$ cat src/rtl/double_read_single_write_pkg.sv
// rtl/double_read_single_write_pkg.sv - shared types and constants for the dual-reader holding register
//
// Contents:
//   DEFAULT_WIDTH   default data word width
//   turn_e          round-robin arbiter state (TURN_1 / TURN_2)
//   next_turn()     arbiter successor given this cycle's grants
package double_read_single_write_pkg;

    localparam int DEFAULT_WIDTH = 16;

    typedef enum logic {
        TURN_1 = 1'b0,
        TURN_2 = 1'b1
    } turn_e;

    // The reader just served yields priority to the other one; with no
    // delivery the arbiter keeps its current preference.
    function automatic turn_e next_turn(input turn_e cur, input logic grant_1,
                                        input logic grant_2);
        turn_e nxt;
        nxt = cur;
        if (grant_1) begin
            nxt = TURN_2;
        end else if (grant_2) begin
            nxt = TURN_1;
        end
        return nxt;
    endfunction

endpackage

$ cat src/rtl/double_read_single_write_reader_status.sv
// rtl/double_read_single_write_reader_status.sv - per-reader delivery and freshness/overrun state
//
// Ports:
//   clk           sole clock, rising edge
//   reset_n       asynchronous active-low reset
//   grant         this reader is served on this edge
//   write_enable  producer stores a new word on this edge
//   store_data    current contents of the shared storage register
//   read_data     last word delivered to this reader (registered)
//   read_valid    one-cycle pulse following a delivery
//   fresh         stored word not yet delivered to this reader
//   overrun       sticky: a fresh word was overwritten before being taken
module reader_status
    import double_read_single_write_pkg::*;
#(
    parameter int width = DEFAULT_WIDTH
) (
    input  logic             clk,
    input  logic             reset_n,
    input  logic             grant,
    input  logic             write_enable,
    input  logic [width-1:0] store_data,
    output logic [width-1:0] read_data,
    output logic             read_valid,
    output logic             fresh,
    output logic             overrun
);

    logic [width-1:0] read_data_q, read_data_d;
    logic             read_valid_q, read_valid_d;
    logic             fresh_q, fresh_d;
    logic             overrun_q, overrun_d;

    // The top never grants while a write is in progress, so the write and
    // grant branches below are mutually exclusive in practice; write is
    // still checked first so this block is self-consistent on its own.
    always_comb begin
        read_data_d  = read_data_q;
        read_valid_d = 1'b0;
        fresh_d      = fresh_q;
        overrun_d    = overrun_q;

        if (write_enable) begin
            fresh_d   = 1'b1;
            // Overwriting a word this reader never took is an overrun;
            // the flag stays set until the reader is next served.
            overrun_d = overrun_q | fresh_q;
        end else if (grant) begin
            read_data_d  = store_data;
            read_valid_d = 1'b1;
            fresh_d      = 1'b0;
            overrun_d    = 1'b0;
        end
    end

    always_ff @(posedge clk or negedge reset_n) begin
        if (!reset_n) begin
            read_data_q  <= '0;
            read_valid_q <= 1'b0;
            fresh_q      <= 1'b0;
            overrun_q    <= 1'b0;
        end else begin
            read_data_q  <= read_data_d;
            read_valid_q <= read_valid_d;
            fresh_q      <= fresh_d;
            overrun_q    <= overrun_d;
        end
    end

    assign read_data  = read_data_q;
    assign read_valid = read_valid_q;
    assign fresh      = fresh_q;
    assign overrun    = overrun_q;

endmodule

$ cat src/rtl/double_read_single_write.sv
// rtl/double_read_single_write.sv - single-writer, dual-reader holding register with round-robin read arbiter
//
// Ports:
//   clk                            sole clock, rising edge
//   reset_n                        asynchronous active-low reset
//   write_data / write_enable      producer word and store strobe
//   read_enable_1 / read_enable_2  level read requests
//   read_data_1 / read_data_2      last word delivered to each reader
//   read_valid_1 / read_valid_2    delivery pulse, one cycle after grant
//   fresh_1 / fresh_2              stored word not yet seen by that reader
//   overrun_1 / overrun_2          sticky missed-word flag per reader
module double_read_single_write
    import double_read_single_write_pkg::*;
#(
    parameter int width = DEFAULT_WIDTH
) (
    input  logic             clk,
    input  logic             reset_n,
    input  logic [width-1:0] write_data,
    input  logic             write_enable,
    input  logic             read_enable_1,
    input  logic             read_enable_2,
    output logic [width-1:0] read_data_1,
    output logic [width-1:0] read_data_2,
    output logic             read_valid_1,
    output logic             read_valid_2,
    output logic             fresh_1,
    output logic             fresh_2,
    output logic             overrun_1,
    output logic             overrun_2
);

    logic [width-1:0] store_q, store_d;
    turn_e            turn_q, turn_d;
    logic             grant_1, grant_2;

    // Writes take the single internal path; requests are levels, so a
    // blocked reader is simply served on a later cycle.
    always_comb begin
        grant_1 = 1'b0;
        grant_2 = 1'b0;
        if (!write_enable) begin
            grant_1 = read_enable_1 && (!read_enable_2 || (turn_q == TURN_1));
            grant_2 = read_enable_2 && (!read_enable_1 || (turn_q == TURN_2));
        end
    end

    always_comb begin
        store_d = store_q;
        if (write_enable) begin
            store_d = write_data;
        end
        turn_d = next_turn(turn_q, grant_1, grant_2);
    end

    always_ff @(posedge clk or negedge reset_n) begin
        if (!reset_n) begin
            store_q <= '0;
            turn_q  <= TURN_1;
        end else begin
            store_q <= store_d;
            turn_q  <= turn_d;
        end
    end

    reader_status #(.width(width)) u_reader_1 (
        .clk          (clk),
        .reset_n      (reset_n),
        .grant        (grant_1),
        .write_enable (write_enable),
        .store_data   (store_q),
        .read_data    (read_data_1),
        .read_valid   (read_valid_1),
        .fresh        (fresh_1),
        .overrun      (overrun_1)
    );

    reader_status #(.width(width)) u_reader_2 (
        .clk          (clk),
        .reset_n      (reset_n),
        .grant        (grant_2),
        .write_enable (write_enable),
        .store_data   (store_q),
        .read_data    (read_data_2),
        .read_valid   (read_valid_2),
        .fresh        (fresh_2),
        .overrun      (overrun_2)
    );

endmodule

$ cat config.mk
export PLATFORM = sky130hd
export DESIGN_NAME = double_read_single_write
export DESIGN_NICKNAME = d
export VERILOG_FILES = /design/src/rtl/double_read_single_write_pkg.sv /design/src/rtl/double_read_single_write_reader_status.sv /design/src/rtl/double_read_single_write.sv
export SDC_FILE = /design/constraint.sdc
export NUM_CORES = 1
export LEC_CHECK = 0
export BUFFER_PORTS_ARGS = -buffer_cell sky130_fd_sc_hd__buf_2
export CAP_MARGIN = 20
export CORE_AREA = 2 2 72 74
export CTS_BUF_LIST = sky130_fd_sc_hd__clkbuf_4 sky130_fd_sc_hd__clkbuf_8
export DETAILED_ROUTE_END_ITERATION = 10
export DIE_AREA = 0 0 74 76
export HOLD_SLACK_MARGIN = 0.08
export MAX_ROUTING_LAYER = met4
export PLACE_DENSITY = 0.65
export SYNTH_ARGS = -nofsm -noshare
export SYNTH_HDL_FRONTEND = slang
export SYNTH_SLANG_ARGS = --single-unit
$ cat constraint.sdc
create_clock -name clk -period 2.2 [get_ports clk]
set_clock_uncertainty 0.05 [all_clocks]
set_input_delay 0.55 -clock clk [delete_from_list [all_inputs] [get_ports clk]]
set_output_delay 0.55 -clock clk [all_outputs]
set_load 0.01 [all_outputs]
* Word level (Yosys, flattened, before mapping)
Index checks and enable logic that the tools add are counted.
Operators by class: multiplexer cells 13, bitwise logic cells 4, reduce and logical (&&, ||, !) cells 11
Operators with widths (number):
- 1-bit 2-to-1 mux | 13
- 2-bit nonzero test | 3
- 2-bit AND reduction | 2
- 1-bit logical AND | 2
- 1-bit zero test | 2
- 1-bit logical OR | 2
- 1-bit inverter | 2
- 1-bit bitwise OR | 2
Storage, ports and cells: bits in registers 55, output and inout bits 38, word-level logic and storage cells 38

* Logic depth before layout (Yosys ltp)
word-level depth 6, mapped depth 4

* Hierarchy
A second synthesis with hierarchy kept.
Unflattened totals: cell total of the unflattened synthesis 127, area, all modules 2235.9 µm²
By module, submodules not included:
- reader_status | instances 2, cells each 43, area each 760.7 µm², sequential area each 475.5 µm²
- double_read_single_write | instances 1, cells each 41, area each 714.4 µm², sequential area each 425.4 µm²

* Least setup slack after synthesis
OpenSTA, ideal clock, no wires.
kind input-to-reg, start point input read_enable_1, end point register u_reader_2.read_data_q[10] (netlist: u_reader_2.read_data[10]), setup time 125 ps, data arrival time 1382 ps, required time 2025 ps, setup slack 642 ps, stages on the path 4, path through or2b_4 nand3b_4 buf_8 mux2_4
On the way: word-level cells in the longest chain between the ends 5
RTL lines:
- from (decl) | line double_read_single_write.sv:21 | input logic read_enable_1,
- 1-bit zero test | line double_read_single_write.sv:44 | grant_2 = read_enable_2 && (!read_enable_1 || (turn_q == TURN_2));
- 1-bit logical OR | line double_read_single_write.sv:44
- 1-bit logical AND | line double_read_single_write.sv:44
- 1-bit 2-to-1 mux | line double_read_single_write.sv:42 | if (!write_enable) begin
- 2-bit AND reduction (no source line)
- to (signal assigned) | line double_read_single_write_reader_status.sv:63 | read_data_q <= read_data_d;
- to (decl) | line double_read_single_write_reader_status.sv:29 | logic [width-1:0] read_data_q, read_data_d;
Every way passes these cells. A chain may end at the register's enable or synchronous reset.

* Worst setup path after layout
start point register turn_q, end point register u_reader_2.read_data_q[15] (netlist: u_reader_2.read_data[15])
On the way: word-level cells in the longest chain between the ends 4
RTL lines:
- from (decl) | line double_read_single_write.sv:34 | turn_e turn_q, turn_d;
- from (signal assigned) | line double_read_single_write.sv:62 | turn_q <= turn_d;
- 1-bit logical OR | line double_read_single_write.sv:44
- 1-bit logical AND | line double_read_single_write.sv:44
- 1-bit 2-to-1 mux | line double_read_single_write.sv:42
- 2-bit AND reduction (no source line)
Every way passes these cells.

==> results_dict.tcl <==
set metrics [dict create \
    grt_pass1_wl_um 6285 \
    syn_avg_cell_area_um2 17.06 \
    portBuffers 58 \
    track_usage_pct 14.88 \
    synth.top_cell.area_share_pct 65.05 \
    dieArea_um2 5624 \
    dp.cells 250 \
    leakagePower_nw 1.270 \
    postCtsSetupBuffers 0 \
    routabilityCongestion 0.7336 \
    cts_max_level 2 \
    syn2layout_area_growth_pct 23.30 \
    ant_nets 0 \
    p_seq_share_pct 49.7 \
    ys_seq_area_share_pct 65.05 \
    crit_fanout 17 \
    cts_hold_buf 0 \
    nets 208 \
    power.internal_w 0.001978 \
    status "finished clean" \
    synthesis.nets 145 \
    final_area_um2 2609 \
    drtIter0Drc 72 \
    route.detailed.drc 0 \
    hold_slack_ps 306.8 \
    cp.required_ps 2340 \
    finalHoldViolations 0 \
    fmax_mhz 675.8 \
    die_h_um 76 \
    grt-ovfl-total 0 \
    clk_latency_ps 300 \
    power_frac_clock_pct 28.9 \
    instances_no_fill 258 \
    netlist-cell-type-count 17 \
    setup_viol 0 \
    cts-resized-gates 0 \
    n_antenna_cell 0 \
    p_per_area_nw_per_um2 1020 \
    cts_tree "built" \
    clock_sinks 55 \
    ctsLongestPathBuffers 2 \
    syn-cell-area_um2 2116 \
    wirelength_um 3755 \
    max-cap-violations 0 \
    viasPerCell 4.628 \
    switching_share_pct 25.66 \
    post_dp_cell_area_um2 2472 \
    rsz0062_at_grt "no" \
    synth_top_cell_by_area "dfrtp_1" \
    hp-class "in -> async" \
    cts_root_buf "clkbuf_8" \
    coreArea_um2 4912 \
    synth_warnings 0 \
    drive_above_1_share_pct 63.83 \
    die_x_um 74 \
    dpl_worst_slack_ps 430.6 \
    grt_max_degree 56 \
    critPathCaptureType "flip-flop" \
    drv_slew 0 \
    worst_pin_slew_ps 668.9 \
    hpwl_um 2672 \
    pin_count 59 \
    combPwrFrac_pct 21.4 \
    final_common_cell "buf_2" \
    mostFrequentLayoutCells "buf_2, dfrtp_1, mux2_2, mux2_4, clkbuf_8" \
    fin_crit_ps 1480 \
    drtPass1Iterations 3 \
    tns_ps 0 \
    cp_data_arrival_time_ps 1620 \
    ir_drop_mv 0.4554 \
    placementRows 26 \
    antenna_found_initial 0 \
    vias 1194 \
    worstSetupPathType "reg -> reg" \
    clk_pin_slew_ps 90 \
    cts_buffers 5 \
    p_switching_w 0.0006829 \
    initial_core_util_pct 43.07 \
    grt_pass1_vias 1320 \
    synthTopCellsByArea "dfrtp_1, mux2_2, mux2_4" \
    cp-start-kind "flip-flop" \
    finalCritPeriodShare_pct 67.26 \
    synth_seq_cells 55 \
    synth_cells 124 \
    slew_headroom_pct 55.41 \
    wl_per_cell_um 14.55 \
    layout_setup_ws_ps 720.2 \
]
-- layout make-up --
class	count	area [um^2]
clock buffer	5	68.82
clock inverter	3	67.56
fill	410	2303
inverter	2	7.507
multi-input combinational	63	695.7
sequential	55	1376
tap	70	87.58
timing repair buffer	60	305.3
-- logic make-up (layout without fill, tap and decap cells) --
| group | Yosys count | count (layout) | synth area share [%] |
|---|---|---|---|
| and+or+nand+nor | 8 | 8 | 3.134 |
| AOI/OAI and AO/OA | 7 | 7 | 2.602 |
| muxes | 48 | 48 | 27.14 |
| buffers and inverters | 6 | 70 | 2.070 |
| DFF | 55 | 55 | 65.05 |
-- worst max-delay path, stage by stage (launching register included) --
cell	delay, ps
dfrtp_1	420
or2b_4	270
nand3b_4	250
mux2_2	380
-- registers in the layout, indices dropped and copies added, names as in the netlist --
register,count
u_reader_1.read_data,16
turn_q,1
u_reader_2.overrun,1
u_reader_1.read_valid,1
u_reader_2.fresh,1
u_reader_1.overrun,1
u_reader_1.fresh,1
u_reader_2.read_data,16
store_q,16
u_reader_2.read_valid,1
-- per-stage QoR --
step / util, % / power [W]
6_report: 53.11 / 0.002661
5_1_grt: 53.11 / 0.002801
4_1_cts: 53.11 / 0.002699
3_5_place_dp: 50.33 / 0.001925
3_3_place_gp: 50.33 / 0.001903
2_1_floorplan: - / 0.001661
-- synthesized netlist by cell type --
| master | count |
|---|---|
| a21bo_2 | 2 |
| a21o_1 | 2 |
| buf_2 | 2 |
| buf_6 | 1 |
| buf_8 | 1 |
| dfrtp_1 | 55 |
| inv_1 | 2 |
| mux2_1 | 3 |
| mux2_2 | 36 |
| mux2_4 | 9 |
| nand2_1 | 4 |
| nand2_4 | 1 |
| nand3b_4 | 1 |
| nor2b_2 | 1 |
| o21ai_0 | 2 |
| o22a_2 | 1 |
| or2b_4 | 1 |
-- final timing paths --
path                                    startpoint                        to  slack [ps]  cells past startpoint
worst max register to register              turn_q  u_reader_2.read_data[15]         720                      3
max in group asynchronous                  reset_n                store_q[5]        1340                      2
worst max-delay path                        turn_q  u_reader_2.read_data[15]         720                      3
worst min register to register  u_reader_1.overrun        u_reader_1.overrun         440                      2
min in group clk                    write_data[13]               store_q[13]         430                      2
worst min-delay path                       reset_n               store_q[13]         310                      2
-- power groups by stage --
| stage | registers, W | logic (W) | clock network (W) |
|---|---|---|---|
| 4_1_cts | 0.00133 | 0.000582 | 0.000792 |
| 3_5_place_dp | 0.00134 | 0.000582 | 0 |
| 3_3_place_gp | 0.00134 | 0.000566 | 0 |
| 6_report | 0.00132 | 0.000570 | 0.000770 |
| 5_1_grt | 0.00135 | 0.000621 | 0.000831 |
| 2_1_floorplan | 0.00141 | 0.000252 | 0 |
-- per-layer routing --
layer  vias to the layer above  routed length, um  GRT usage, %
met3                         5                211         2.778
met2                        45               1716         21.70
met5                         -                  0             -
li1                        559                  -             -
met4                         0                 44         5.455
met1                       585               1783         20.83
No activity file was read; power rests on OpenSTA's default activity.
